--- config.mk ---
export PLATFORM = sky130hd
export DESIGN_NAME = neuron_accumulator
export DESIGN_NICKNAME = d
export VERILOG_FILES = /design/src/rtl/nn_accel_pkg.sv /design/src/rtl/sat_act_unit.sv /design/src/rtl/neuron_accumulator.sv
export SDC_FILE = /design/constraint.sdc
export NUM_CORES = 1
export LEC_CHECK = 0
export CAP_MARGIN = 25
export CORE_ASPECT_RATIO = 0.75
export CORE_MARGIN = 4
export CORE_UTILIZATION = 45
export DETAILED_ROUTE_END_ITERATION = 8
export PLACE_DENSITY = 0.68
export SLEW_MARGIN = 0
export SYNTH_ARGS = -nofsm -noshare
export SYNTH_HDL_FRONTEND = slang
export SYNTH_SLANG_ARGS = --single-unit
--- constraint.sdc ---
create_clock -name clk -period 2.7 [get_ports clk]
set_input_delay 0.54 -clock clk [delete_from_list [all_inputs] [get_ports clk]]
set_output_delay 0.54 -clock clk [all_outputs]
set_load 0.02 [all_outputs]
--- src/rtl/nn_accel_pkg.sv ---
// rtl/nn_accel_pkg.sv - shared fixed-point constants and state/mode types for the neuron datapath
package nn_accel_pkg;

  localparam int DATA_W = 16;
  localparam int FRAC_W = 8;

  // +1.0 and -1.0 in Q8.8
  localparam logic [DATA_W-1:0] ONE_FX     = 16'h0100;
  localparam logic [DATA_W-1:0] NEG_ONE_FX = 16'hFF00;

  typedef enum logic [1:0] {
    ACT_RELU  = 2'd0,
    ACT_SIGN  = 2'd1,
    ACT_IDENT = 2'd2
  } act_mode_t;

  typedef enum logic [1:0] {
    IDLE  = 2'd0,
    ACCUM = 2'd1,
    ACT   = 2'd2,
    HOLD  = 2'd3
  } acc_state_t;

endpackage

--- src/rtl/sat_act_unit.sv ---
// rtl/sat_act_unit.sv - combinational saturation of the wide accumulator plus activation
//   acc   : signed ACC_W accumulator value
//   value : saturated, activated DATA_W result (signed Q format)
//   sat   : high when acc was outside the DATA_W signed range
module sat_act_unit #(
  parameter int ACC_W    = 24,
  parameter int DATA_W   = 16,
  parameter int FRAC_W   = 8,
  parameter int ACT_MODE = 0
) (
  input  logic [ACC_W-1:0]  acc,
  output logic [DATA_W-1:0] value,
  output logic              sat
);
  import nn_accel_pkg::*;

  localparam logic signed [ACC_W-1:0] MAX_ACC = {{(ACC_W-DATA_W+1){1'b0}}, {(DATA_W-1){1'b1}}};
  localparam logic signed [ACC_W-1:0] MIN_ACC = {{(ACC_W-DATA_W+1){1'b1}}, {(DATA_W-1){1'b0}}};
  localparam logic [DATA_W-1:0] ONE_V     = DATA_W'(1) << FRAC_W;
  localparam logic [DATA_W-1:0] NEG_ONE_V = ~ONE_V + DATA_W'(1);
  localparam act_mode_t MODE = act_mode_t'(ACT_MODE[1:0]);

  logic [DATA_W-1:0] clamped;

  always_comb begin
    clamped = acc[DATA_W-1:0];
    sat     = 1'b0;
    if ($signed(acc) > MAX_ACC) begin
      clamped = {1'b0, {(DATA_W-1){1'b1}}};
      sat     = 1'b1;
    end else if ($signed(acc) < MIN_ACC) begin
      clamped = {1'b1, {(DATA_W-1){1'b0}}};
      sat     = 1'b1;
    end

    value = clamped;
    case (MODE)
      ACT_RELU: if (clamped[DATA_W-1]) value = '0;
      ACT_SIGN: value = clamped[DATA_W-1] ? NEG_ONE_V : ONE_V;
      default:  value = clamped;
    endcase
  end

endmodule

--- src/rtl/neuron_accumulator.sv ---
// rtl/neuron_accumulator.sv - accumulates NUM_CHUNKS partial sums plus bias, saturates, activates
//   clk, rst            : clock, asynchronous active-high reset
//   psum_in/valid/ready : partial-sum stream from the adder tree
//   bias                : signed bias, taken with the first chunk of a neuron
//   neuron_out/valid/ready : activated result handshake to the output buffer
//   sat                 : result was clamped (qualified by neuron_valid)
//   chunk_cnt           : chunks accepted for the neuron in progress
module neuron_accumulator #(
  parameter int DATA_W     = nn_accel_pkg::DATA_W,
  parameter int FRAC_W     = nn_accel_pkg::FRAC_W,
  parameter int ACC_W      = 24,
  parameter int NUM_CHUNKS = 49,
  parameter int ACT_MODE   = 0
) (
  input  logic                              clk,
  input  logic                              rst,
  input  logic [DATA_W-1:0]                 psum_in,
  input  logic                              psum_valid,
  output logic                              psum_ready,
  input  logic [DATA_W-1:0]                 bias,
  output logic [DATA_W-1:0]                 neuron_out,
  output logic                              neuron_valid,
  input  logic                              neuron_ready,
  output logic                              sat,
  output logic [$clog2(NUM_CHUNKS+1)-1:0]   chunk_cnt
);
  import nn_accel_pkg::*;

  localparam int CNT_W = $clog2(NUM_CHUNKS+1);

  acc_state_t        state, next_state;
  logic [ACC_W-1:0]  acc;
  logic [ACC_W-1:0]  psum_ext;
  logic [ACC_W-1:0]  bias_ext;
  logic [DATA_W-1:0] act_value;
  logic              act_sat;
  logic              accept;
  logic              last_chunk;

  assign psum_ext   = {{(ACC_W-DATA_W){psum_in[DATA_W-1]}}, psum_in};
  assign bias_ext   = {{(ACC_W-DATA_W){bias[DATA_W-1]}}, bias};
  assign accept     = psum_valid && psum_ready;
  // true when the chunk being accepted is the final one of the neuron
  assign last_chunk = (chunk_cnt == CNT_W'(NUM_CHUNKS-1));

  sat_act_unit #(
    .ACC_W    (ACC_W),
    .DATA_W   (DATA_W),
    .FRAC_W   (FRAC_W),
    .ACT_MODE (ACT_MODE)
  ) u_sat_act (
    .acc   (acc),
    .value (act_value),
    .sat   (act_sat)
  );

  always_comb begin
    next_state = state;
    psum_ready = 1'b0;
    case (state)
      IDLE: begin
        psum_ready = 1'b1;
        if (accept) next_state = (NUM_CHUNKS == 1) ? ACT : ACCUM;
      end
      ACCUM: begin
        psum_ready = 1'b1;
        if (accept && last_chunk) next_state = ACT;
      end
      ACT:  next_state = HOLD;
      HOLD: if (neuron_ready) next_state = IDLE;
      default: next_state = IDLE;
    endcase
  end

  always_ff @(posedge clk or posedge rst) begin
    if (rst) begin
      state        <= IDLE;
      acc          <= '0;
      chunk_cnt    <= '0;
      neuron_out   <= '0;
      neuron_valid <= 1'b0;
      sat          <= 1'b0;
    end else begin
      state <= next_state;
      case (state)
        IDLE: if (accept) begin
          acc       <= bias_ext + psum_ext;
          chunk_cnt <= CNT_W'(1);
        end
        ACCUM: if (accept) begin
          acc       <= acc + psum_ext;
          chunk_cnt <= chunk_cnt + CNT_W'(1);
        end
        ACT: begin
          neuron_out   <= act_value;
          sat          <= act_sat;
          neuron_valid <= 1'b1;
        end
        HOLD: if (neuron_ready) begin
          neuron_valid <= 1'b0;
          chunk_cnt    <= '0;
        end
        default: ;
      endcase
    end
  end

endmodule

== Yosys cells after proc, flatten, opt, wreduce, memory -nomap -nowiden ==
Cells that the tools add are included.

* Flip-flop bits (word level): 50
* Output and inout bits: 25

* Add/sub/neg operators: 3
* Order comparisons: 2
* Eq/ne operators: 8
* Mux-type cells: 19
* Reduce and logical (&&, ||, !) cells: 11

{| class="wikitable"
|+ Operator list
! kind !! count
|-
| $mux 24 || 2
|-
| $pmux 24 s2 || 1
|-
| $mux 16 || 2
|-
| $add 24x24->24 || 1
|-
| $gt 24x16->1 const B || 1
|-
| $lt 24x16->1 const B || 1
|-
| $mux 6 || 3
|-
| $pmux 6 s3 || 1
|-
| $add 16x16->17 || 1
|-
| $mux 15 || 1
|-
| $ne 2x2->1 const B || 4
|-
| $pmux 2 s4 || 1
|-
| $add 6x1->6 const B || 1
|-
| $eq 6x6->1 const B || 1
|-
| $mux 2 || 3
|-
| $reduce_and 3->1 || 2
|-
| $eq 2x2->1 const B || 2
|-
| $mux 1 || 4
|-
| $reduce_and 4->1 || 1
|-
| $reduce_bool 2->1 || 2
|-
| $reduce_bool 3->1 || 1
|-
| $eq 2x1->1 const B || 1
|-
| $logic_and 1x1->1 || 2
|-
| $logic_not 2->1 || 1
|-
| other kinds (3) || 3
|}

== Longest topological paths before layout ==
Gate-level depths: netlist of run 1.

* Depth after elaboration: 7
* Depth in mapped cells: 11
* Depth with buffers taken out: 11

== Cells and area by module ==
From an unflattened synthesis of run 1, not the netlist that was laid out.

* Cells, all modules: 522
* Area total of the unflattened synthesis: 4550.6 sq um

{| class="wikitable"
|+ By module, submodules not included
! module !! instances !! cells an instance !! area an instance (sq um) !! seq. area each (sq um)
|-
| neuron_accumulator || 1 || 478 || 4232.8 || 1251.2
|-
| sat_act_unit || 1 || 44 || 317.8 || 0.0
|}

== Least setup slack after synthesis of run 1 ==
No wires, ideal clock.

* Path type: input -> register
* Start: in psum_in[15]
* End: reg acc[22]
* Arrival: 2.438 ns
* Slack: 0.168 ns
* Stages: 10
* Buffers on the path: 1
* Cells stage by stage: ha_1 buf_6 a21o_1 a21oi_1 nor2b_1 or3_1 a2111oi_0 o22ai_1 xnor2_1 a211oi_1

* Cells in the longest elaborated chain, start to end: 3
* Elaborated cells between the ends (all ways): 5
* Those cells by class: add/sub (2); mux (3)

{| class="wikitable"
|+ RTL lines
! item !! RTL line !! RTL
|-
| from (decl) || neuron_accumulator.sv:17 || <nowiki>input logic [DATA_W-1:0] psum_in,</nowiki>
|-
| $add 24x24->24 / $add 16x16->17 (equally long branches) || neuron_accumulator.sv:91, neuron_accumulator.sv:87 ||
|-
| $mux 24, on equally long branches || neuron_accumulator.sv:90, neuron_accumulator.sv:86 ||
|-
| $pmux 24 s2 * || neuron_accumulator.sv:85 || <nowiki>case (state)</nowiki>
|-
| to (signal assigned) || neuron_accumulator.sv:87 || <nowiki>acc <= bias_ext + psum_ext;</nowiki>
|-
| to (signal assigned) || neuron_accumulator.sv:91 || <nowiki>acc <= acc + psum_ext;</nowiki>
|-
| to (decl) || neuron_accumulator.sv:32 || <nowiki>logic [ACC_W-1:0] acc;</nowiki>
|}

Mark *: on every way between the ends. The rest lies on a longest branch, timed or not. The select of a mux whose other input is x is not followed.
A chain may end at the register's enable or synchronous reset.

== Worst setup path in the final report of run 1 ==
* Start: in bias[0]
* End: reg acc[16]

* Cells in the longest elaborated chain, start to end: 3

{| class="wikitable"
|+ RTL lines
! item !! RTL line !! RTL
|-
| from (decl) || neuron_accumulator.sv:20 || <nowiki>input logic [DATA_W-1:0] bias,</nowiki>
|-
| $add 16x16->17 || neuron_accumulator.sv:87 ||
|-
| $mux 24 || neuron_accumulator.sv:86 || <nowiki>IDLE: if (accept) begin</nowiki>
|-
| $pmux 24 s2 || neuron_accumulator.sv:85 ||
|}

Every way passes these cells. The select of a mux whose other input is x is not followed.

==> impl_summary.txt, run 1 <==
----------------------------------------------------
[Yosys]
  Sequential cell area fraction in the yosys report ... 0.289
  Combined area of all synthesized cells ... between 4000 and 5000 um^2
  Fraction of synthesis flops using an asynchronous set or reset pin ... 1.00
  Syn avg cell area ... roughly 8 um^2
  Mapped Nets ... 612
  Total of warnings raised by yosys ... 0
  Number of synthesized flops with an enable pin ... 0
  Main flop type after synthesis ... dfrtp_1
  Distinct cells, synth ... 62
  Number of instances in the synthesized netlist ... approximately 530
  Number of storage elements in the synthesis netlist ... about 50

[Timing]
  Clock skew ... ~0.0091 ns
  Hold Worst Slack ... about 0.5 ns
  Maximum achievable frequency ... about 380 MHz
  Endpoints failing hold ... 0
  Shortest clock period the worst path allows after layout ... ~2.6 ns
  Number of pins exceeding their max-slew limit in the final report ... 0
  Worst Tran Pin Value ... a little under 0.6 ns
  Worst slew margin relative to its limit ... 0.602
  Portion of the clock cycle consumed by the worst path in the final layout ... 0.970
  Number of endpoints failing setup at the final stage ... 0
  Final sum of negative setup slack ... 0 ns
  Min setup slack post-route ... around 0.082 ns

[Placed design]
  Cell Count Post-Placement ... roughly 800
  Worst slack, placed ... -0.576 ns
  Global placer's final weighted congestion ... roughly 1.0
  Post-detail-place hpwl ... just over 10,000 um
  Port-buffer cells ... between 50 and 60

[Global route]
  First-pass GRT wire length ... 22,200 um
  Total routing usage reported by global routing ... 0.247
  Number of antenna violations at the first check in global routing ... 0
  Maximum number of pins on one net before global-route repair ... between 40 and 50
  Vias in the first global route ... 4,401
  Total gr overflow ... 0

[Route]
  Drt pass-1 iters ... 5
  DR vias/cell ... 5.56
  Drt total wl ... between 10,000 and 15,000 um
  Via Count ... between 4,000 and 5,000
  Detail Route Antenna Nets ... 0
  Starting DRC count in detailed routing ... 379
  Number of design rule violations left after detail routing ... 0
  WL per Instance ... around 17 um

[Clock network]
  CTS Sinks ... 49
  Clock edge transition at the registers on the reported setup and hold paths ... about 0.070 ns
  Number of levels the H-tree was split into ... 2
  Later-pin clock latency in the skew report ... 0.29 ns
  Master cell of the clock root buffer ... clkbuf_16
  Number of hold buffers added after cts ... 0
  Clock buffer count from CTS ... 5
  Clk buf depth ... 2
  CTS tree ... yes

[Floorplan]
  Floorplan core area ... between 9000 and 10,000 um^2
  Floorplan die area ... 11,100 um^2
  Die Span Y ... 92.1 um
  Top-level I/O count ... 61
  Die span in x ... approximately 120 um
  Initial Util ... 0.465
  Row count ... 30

[Finish]
  Final-stage net count ... 758
  Number of standard cells in the final layout excluding fillers ... around 800
  Fraction of layout instances using a drive strength above 1 ... 0.237
  Most frequent cells in the layout ... buf_4 (100), nor2_1 (83), a21oi_1 (53)
  Most common cell after layout, fill and taps aside ... buf_4
  Antenna diode count ... 0
  Area Growth Syn to Fin ... 45.2%

[Critical path]
  Worst setup EP type ... flip-flop
  CP Max Fanout ... 4
  Critical-path cell with the highest stage delay ... clkdlybuf4s50_1
  Startpoint types ... input port
  Ordered list of cells on the worst path ... clkdlybuf4s50_1 > ha_2 > fa_2 > a21oi_2 > o21ai_1 > and2_4 > o211ai_1 > a21oi_2 > nor2b_1 > buf_4 > nor4_2
  Crit path top cell by count ... a21oi_2
  Category of the critical setup timing path ... in -> reg
  Data arrival time of the critical path ... between 2 and 3 ns
  Data required time at the worst endpoint ... roughly 2.9 ns
  Largest stage delay on the critical path ... approximately 0.41 ns

[Run]
  Max-cap violations ... 0

[Worst hold path]
  Path category of the worst min-delay check ... reg -> reg

[Power]
  Tot Pwr ... approximately 6700 uW
  Power Dens Cells ... 1080 nW/um^2
  Worst voltage drop across the vdd grid ... 0.885 mV
  Total leakage power ... between 0.002 and 0.003 uW

[Outcome]
  Result of the run ... finished, final reports clean

----------------------------------------------------
## flip-flops by register name, summed over array words and instances, names as in the netlist
signal and count:
neuron_valid 1, acc 24, state 2, neuron_out 15, chunk_cnt 6, sat 1
## worst max-delay path, delay by kind of cell
kind | cells | cell delay, ns
AO/OA/AOI/OAI | 4 | 0.60
adder cells (fa/ha/maj) | 2 | 0.58
buffers and inverters | 2 | 0.57
AND/OR/NAND/NOR | 3 | 0.53
## repair_timing
action / CTS / global route
endpoints found under the setup margin: 15 / 15
pin swaps: 16 / 19
buffers inserted: 4 / 2
cloned: 0 / 0
resized for setup: 31 / 38
## power by group
group	internal, uW	switching, uW	total (uW)
combinational	2200	2410	4620
clock	345	291	635
sequential	1080	335	1410
## routing by layer
metal,routed length (um),up-vias,global-route usage
met2,5930,149,0.391
met3,1020,21,0.0382
met4,179,0,0.0429
met5,0,-,0
met1,6450,2121,0.361
li1,-,2182,-
## Yosys cell counts (3+ instances only)
cell	count	area, um^2
a211oi_1	5	37.5
o22ai_1	4	25.0
nor2b_1	10	62.6
o21a_1	6	45.0
nor2_1	83	312
or2_2	3	18.8
o31ai_1	5	37.5
or3_1	4	25.0
o211ai_1	3	22.5
ha_1	45	563
nor3_1	5	25.0
a21o_1	16	120
clkbuf_1	14	52.6
o21ai_1	4	20.0
a31oi_1	7	43.8
xor2_1	10	87.6
mux2i_1	5	50.1
o21ai_0	42	210
nand2b_1	7	43.8
and3_1	3	18.8
and2_1	4	25.0
nand3_1	10	50.1
inv_1	21	78.8
a21oi_1	59	295
xnor2_1	17	149
o21bai_1	4	30.0
nand2_1	38	143
dfrtp_1	49	1230
nand4_1	6	37.5
## per-stage QoR
| stage | util | instance area, um^2 |
|---|---|---|
| after floorplan | - | 4240 |
| after global placement | 0.618 | 5640 |
| after detailed placement | 0.618 | 5640 |
| after CTS | 0.651 | 5940 |
| after global routing | 0.675 | 6160 |
| final | 0.675 | 6160 |
## path summary, 6_finish.rpt
kind                                      end  depth (start not counted)          start  slack, ns
worst max register to register        acc[16]                         11         acc[0]       0.15
max in group asynchronous       neuron_out[1]                          3            rst       1.57
worst max-delay path                  acc[16]                         11        bias[0]       0.08
worst min-delay path            neuron_out[0]                          2  neuron_out[0]       0.51
worst min register to register  neuron_out[0]                          2  neuron_out[0]       0.51
min in group asynchronous        chunk_cnt[3]                          2            rst       0.60
## kinds of logic after synthesis
logic type | count (synthesis) | synth area share
flops | 49 | 0.289
simple gates | 183 | 0.197
buf+inv | 43 | 0.0419
mux | 6 | 0.0145
other cells | 1 | 0.000884
xor+xnor | 27 | 0.0558
fa+ha+maj | 47 | 0.142
compound gates | 173 | 0.258
## cell type report
class,count,area (um^2)
Clock inverter,2,15.0
Clock buffer,6,129
Inverter,21,78.8
Sequential cell,49,1230
Multi-Input combinational cell,437,3150
Fill cell,746,2960
Timing Repair Buffer,161,1400
Tap cell,128,160
(Power assumes the default switching activity.)
==> run 2, diff against run 1 <==
--- a/config.mk
+++ b/config.mk
@@ -10,7 +10,7 @@
 export CORE_MARGIN = 4
 export CORE_UTILIZATION = 45
 export DETAILED_ROUTE_END_ITERATION = 8
-export PLACE_DENSITY = 0.68
+export DONT_BUFFER_PORTS = 1
 export SLEW_MARGIN = 0
 export SYNTH_ARGS = -nofsm -noshare
 export SYNTH_HDL_FRONTEND = slang
==> impl_summary.txt, run 2 (synthesized netlist as in run 1, its figures left out) <==
----------------------------------------------------
[Finish]
  Fraction of the core area covered by cells at the end of the flow ... 0.517 (-0.158)
  Area Growth Syn to Fin ... 11.2%
  Most frequent cells in the layout ... nor2_1 (83), a21oi_1 (57), dfrtp_1 (49)
  Fraction of layout instances using a drive strength above 1 ... 0.0958 (-0.141)
  Flip-flop count of the largest register after layout ... 24 (unchanged)
  Final-layout fill cell count ... 900 (+21%)
  Number of standard cells in the final layout excluding fillers ... 671 (-17%)
  Antenna diode count ... 0 (unchanged)
  Final-stage net count ... 625 (-18%)
  Registers with the most flip-flops ... acc: 24 flops, neuron_out: 15 flops, chunk_cnt: 6 flops
  Most common cell after layout, fill and taps aside ... nor2_1
  Most flop-heavy register ... acc

[Global route]
  Maximum number of pins on one net before global-route repair ... 50 (+14%)
  First-pass GRT wire length ... 18,900 um (-15%)
  Total gr overflow ... 0 (unchanged)
  Vias in the first global route ... 3,616 (-18%)
  Total routing usage reported by global routing ... 0.214 (-0.0335)
  Number of antenna violations at the first check in global routing ... 0 (unchanged)

[Floorplan]
  Row count ... 30 (unchanged)
  Top-level I/O count ... 61 (unchanged)
  Die span in x ... 120 um (unchanged)
  Floorplan core area ... 9120 um^2 (unchanged)
  Initial Util ... 0.465 (unchanged)
  Die Span Y ... 92.1 um (unchanged)
  Floorplan die area ... 11,100 um^2 (unchanged)

[Placed design]
  Post-detail-place hpwl ... 9150 um (-11%)
  Global placer's final weighted congestion ... 0.964 (-3.5%)
  Cell Count Post-Placement ... 663 (-16%)
  Port-buffer cells ... 0 (-100%)

[Critical path]
  Ordered list of cells on the worst path ... ha_1 > o21ai_0 > o21ai_0 > nand3_1 > a41oi_1 > o21ai_1 > xor2_1 > a21oi_1 > a2bb2oi_1
  Stages on worst setup path ... 9 (-2)
  Category of the critical setup timing path ... reg -> reg
  Startpoint types ... flip-flop
  CP bufs+invs ... 0 (-2)
  CP Max Fanout ... 4 (unchanged)
  Largest stage delay on the critical path ... 0.44 ns (+0.03 ns)
  Data arrival time of the critical path ... 2.84 ns (+0.03 ns)
  Worst setup EP type ... flip-flop
  Data required time at the worst endpoint ... 2.92 ns (+0.02 ns)
  Cells on worst reg2reg path ... 9 (-2)
  Critical-path cell with the highest stage delay ... a41oi_1
  Crit path top cell by count ... o21ai_0
  Delay-heaviest family, CP ... compound AO/OA/AOI/OAI gates

[Run]
  Max-cap violations ... 0 (unchanged)

[Clock network]
  Clk buf depth ... 2 (unchanged)
  Clock buffer count from CTS ... 5 (unchanged)
  Later-pin clock latency in the skew report ... 0.29 ns (about the same)
  Number of hold buffers added after cts ... 0 (unchanged)
  Master cell of the clock root buffer ... clkbuf_16
  Number of levels the H-tree was split into ... 2 (unchanged)
  Clock edge transition at the registers on the reported setup and hold paths ... 0.08 ns (about the same)
  CTS tree ... yes
  CTS Sinks ... 49 (unchanged)

[Route]
  Number of design rule violations left after detail routing ... 0 (unchanged)
  Starting DRC count in detailed routing ... 275 (-27%)
  DR vias/cell ... 5.83 (+4.7%)
  WL per Instance ... 17.5 um (+3.7%)
  Detail Route Antenna Nets ... 0 (unchanged)
  Drt pass-1 iters ... 5 (unchanged)
  Via Count ... 3,910 (-13%)
  Drt total wl ... 11,800 um (-13%)

[Timing]
  Portion of the clock cycle consumed by the worst path in the final layout ... 0.969 (-0.00104)
  Worst slew margin relative to its limit ... 0.401 (-0.200)
  Hold Worst Slack ... 0.162 ns (-0.348 ns)
  Endpoints failing hold ... 0 (unchanged)
  Shortest clock period the worst path allows after layout ... 2.62 ns (-0.00281 ns)
  Number of pins exceeding their max-slew limit in the final report ... 0 (unchanged)
  Setup repair after global routing missed its margin ... yes
  Worst Tran Pin Value ... 0.895 ns (+0.299 ns)
  Number of endpoints failing setup at the final stage ... 0 (unchanged)
  Final sum of negative setup slack ... 0 ns (unchanged)
  Clock skew ... 0.00625 ns (-0.00286 ns)
  Maximum achievable frequency ... 382 MHz (+0.11%)

[Power]
  Worst voltage drop across the vdd grid ... 0.836 mV (-5.4%)
  Power Dens Cells ... 1170 nW/um^2 (+8.1%)
  Total leakage power ... 0.00210 uW (-25%)

[Outcome]
  Result of the run ... finished, final reports clean

[Worst hold path]
  Path category of the worst min-delay check ... in -> async

----------------------------------------------------
[run 2: cell types whose count changed in the layout (fill, tap and decap cells not counted), sizes merged, moves of 2 or more]
| cell | before | now |
|---|---|---|
| buf | 102 | 28 |
| clkdlybuf4s50 | 46 | 0 |
| dlygate4sd2 | 3 | 0 |
| dlymetal6s2s | 9 | 0 |
| clkinvlp | 2 | 0 |
[run 2: area by class of cell]
| class | count | area (um^2) | share of cell area |
|---|---|---|---|
| sequential | 49 | 1230 | 0.260 |
| inverter | 21 | 78.8 | 0.0167 |
| clock buffer | 6 | 139 | 0.0295 |
| timing repair buffer | 28 | 223 | 0.0473 |
| multi-input combinational | 437 | 2870 | 0.609 |
| clock inverter | 2 | 17.5 | 0.00372 |
| tap | 128 | 160 | 0.0340 |
[run 2: where the power goes]
| part | leakage, uW | internal, uW | total [uW] | switching (uW) |
|---|---|---|---|---|
| combinational | 0.00145 | 1360 | 3240 | 1880 |
| sequential | 0.000572 | 1080 | 1580 | 509 |
| clock | 0.0000775 | 375 | 686 | 311 |
[run 2: worst paths after layout]
kind / from / endpoint / slack [ns]
max: acc[2] / acc[23] / 0.08
min reg2reg: acc[8] / acc[8] / 0.55
max reg2reg: acc[2] / acc[23] / 0.08
max in group asynchronous: rst / acc[1] / 2.30
min: rst / chunk_cnt[3] / 0.16
min in group clk: neuron_ready / neuron_valid / 0.33
[run 2: worst register-to-register path: cells and delay by family, from the launching register on]
family,cells,cell delay [ns]
XOR/XNOR,1,0.17
AO/OA/AOI/OAI,6,1.46
adder cells (fa/ha/maj),1,0.35
AND/OR/NAND/NOR,1,0.14
flip-flops,1,0.42
[run 2: per-stage QoR]
| step | worst slack (ns) | power, uW | instance area (um^2) |
|---|---|---|---|
| 3_3_place_gp | -0.0838 | 4700 | 4520 |
| 4_1_cts | 0.0618 | 5460 | 4680 |
| 2_1_floorplan | 0.168 | 3840 | 4240 |
| 6_report | 0.0846 | 5510 | 4710 |
| 5_1_grt | -0.0460 | 5990 | 4710 |
| 3_5_place_dp | -0.196 | 4750 | 4520 |
[run 2: timing repair]
item / CTS / global route
pin swaps: 0 / 2
endpoints found under the setup margin: 1 / 6
resized for setup: 1 / 7
setup buffers: 0 / 0
[run 2: layer usage]
layer / GRT usage / wire length, um / share of wire
met3: 0.0456 / 913 / 0.078
met4: 0.0496 / 111 / 0.0094
met5: 0 / 0 / 0
met2: 0.302 / 4810 / 0.41
met1: 0.328 / 5920 / 0.50
==> patch, RTL diff (settings of run 2) <==
Set the parameter `NUM_CHUNKS` to 98 (it was 49).
--- a/src/rtl/neuron_accumulator.sv
+++ b/src/rtl/neuron_accumulator.sv
@@ -10,5 +10,5 @@
   parameter int FRAC_W     = nn_accel_pkg::FRAC_W,
   parameter int ACC_W      = 24,
-  parameter int NUM_CHUNKS = 49,
+  parameter int NUM_CHUNKS = 98,
   parameter int ACT_MODE   = 0
 ) (
Interface: changed (resized chunk_cnt); port bits go from 61 to 62. The function was not compared with the original's and may differ.
==> patch against run 2 <==
Power down 6.8%. Sequential share of layout area up 0.75 points. Wire length down 7.5%. Critical endpoint is now acc[22]. Fmax up 0.26%. First-iteration DRC count up 1.5%. Synthesized area down 1.8%. Largest cell class unchanged. Worst setup slack better by 0.0068 ns. Largest power group unchanged. Sequential cell count up 1. Critical path type unchanged. Design area down 0.72%. Clock skew up 0.0064 ns.
==> patch: results (changes against run 2) <==
POWER.LEAKAGE_uW=0.00212  # was 0.00210 uW
SYNTH_SEQ_AREA_SHARE=0.300  # was 0.289
NETS=605  # was 625
GRT_FIRST_PASS_WIRELENGTH_UM=18000  # was 18,900 um
CLOCK_SKEW_NS=0.0127  # was 0.00625 ns
CRITPATHMAXSTAGEDELAY_NS=0.40  # was 0.44 ns
CP_SLOWEST_CELL='sky130_fd_sc_hd__dfrtp_1'  # was sky130_fd_sc_hd__a41oi_1
CLKPWRFRAC=0.126  # was 0.124
DRIVE_GT1_FRAC=0.117  # was 0.0958
GRTUSAGEMET3=0.0436  # was 0.0456
RUN_STATUS='finished clean'  # unchanged
REG_TOP3='acc: 24 flops, neuron_out: 15 flops, chunk_cnt: 7 flops'  # was acc: 24 flops, neuron_out: 15 flops, chunk_cnt: 6 flops
MET2WIRELENGTH_UM=4270  # was 4810 um
DETAIL_ROUTE.VIAS_PER_CELL=5.69  # was 5.83
MET1_USAGE=0.317  # was 0.328
GPL.FINAL_WEIGHTED_CONGESTION=0.873  # was 0.964
POST_CTS.RESIZED_INSTANCES=0  # was 1
SYNTH_LARGEST_TYPE_AREA_FRACTION=0.300  # was 0.289
DETAILED_PLACE_HPWL_UM=8650  # was 9150 um
ROUTE.DETAILED.WL_PER_INST_UM=16.7  # was 17.5 um
GR-USAGE-MET2=0.276  # was 0.302
GROUTE.USAGE.OVERALL=0.201  # was 0.214
FINAL_CELL_COUNT_NO_FILL=651  # was 671
TIMING.CRITICAL_PATH.FANOUT_MAX=3  # was 4
FILL_CELLS=874  # was 900
FIRST_GLOBAL_VIAS=3583  # was 3,616
POST_SYNTH_MOST_FREQUENT_CELLS='sky130_fd_sc_hd__nor2_1 (67), sky130_fd_sc_hd__a21oi_1 (55), sky130_fd_sc_hd__dfrtp_1 (50)'  # was sky130_fd_sc_hd__nor2_1 (83), sky130_fd_sc_hd__a21oi_1 (59), sky130_fd_sc_hd__dfrtp_1 (49)
DRT_FIRST_ITER_VIOLATIONS=279  # was 275
NETLIST-CELL-TYPE-COUNT=58  # was 62
DRT-MET1-WL_UM=5720  # was 5920 um
COMBINATIONAL_GROUP_POWER_uW=3000  # was 3240 uW
WORST_SLEW_MARGIN_REL=0.317  # was 0.401
SYNTHTOPCELLSBYAREA='sky130_fd_sc_hd__dfrtp_1 (30%), sky130_fd_sc_hd__ha_1 (14%), sky130_fd_sc_hd__a21oi_1 (6.6%), sky130_fd_sc_hd__nor2_1 (6.0%), sky130_fd_sc_hd__o21ai_0 (4.3%)'  # was sky130_fd_sc_hd__dfrtp_1 (29%), sky130_fd_sc_hd__ha_1 (13%), sky130_fd_sc_hd__nor2_1 (7.3%), sky130_fd_sc_hd__a21oi_1 (7.0%), sky130_fd_sc_hd__o21ai_0 (5.0%)
INTPOWER_uW=2680  # was 2810 uW
VDD_DROP_MAX_mV=0.362  # was 0.836 mV
SYNTHCELLS=502  # was 529
patch: cell type report:
class / instances / area share
Multi-Input combinational cell: 423 / 0.606
Sequential cell: 50 / 0.268
Timing Repair Buffer: 29 / 0.0492
Tap cell: 128 / 0.0342
Clock buffer: 5 / 0.0267
Inverter: 13 / 0.0104
Clock inverter: 3 / 0.00561
patch: critical path: cells and delay by family, from the launching register on:
kind / cells / cell delay, ns
flops: 1 / 0.40
compound gates: 6 / 1.09
fa+ha+maj: 2 / 0.38
simple gates: 1 / 0.15
mux: 1 / 0.23
buf+inv: 2 / 0.23
patch: cells by family (layout without fill, tap and decap cells):
kind of cell / after synthesis / after routing / synth area share
compound gates: 174 / 174 / 0.267
xor+xnor: 26 / 26 / 0.0547
fa+ha+maj: 47 / 47 / 0.145
buf+inv: 29 / 50 / 0.0300
flops: 50 / 50 / 0.300
mux: 6 / 6 / 0.0147
other cells: 1 / 1 / 0.000900
simple gates: 169 / 169 / 0.187
patch: final timing paths:
kind	start	end	slack, ns	cells past startpoint
max	acc[0]	acc[22]	0.09	12
min	rst	neuron_out[13]	0.09	1
max reg2reg	acc[0]	acc[22]	0.09	12
min reg2reg	acc[7]	acc[7]	0.55	2
max in group asynchronous	rst	acc[3]	1.79	2
min in group clk	neuron_ready	neuron_valid	0.33	1
patch: metrics by stage:
step	setup WS, ns	TNS [ns]	cell area [um2]	total power, uW	utilization
2_1_floorplan	0.137	0	4170	3550	-
3_3_place_gp	-0.155	-1.02	4480	4330	0.495
3_5_place_dp	-0.179	-1.06	4480	4390	0.495
4_1_cts	0.0116	0	4630	5060	0.512
5_1_grt	-0.0133	-0.0133	4680	5590	0.517
6_report	0.0914	0	4680	5140	0.517
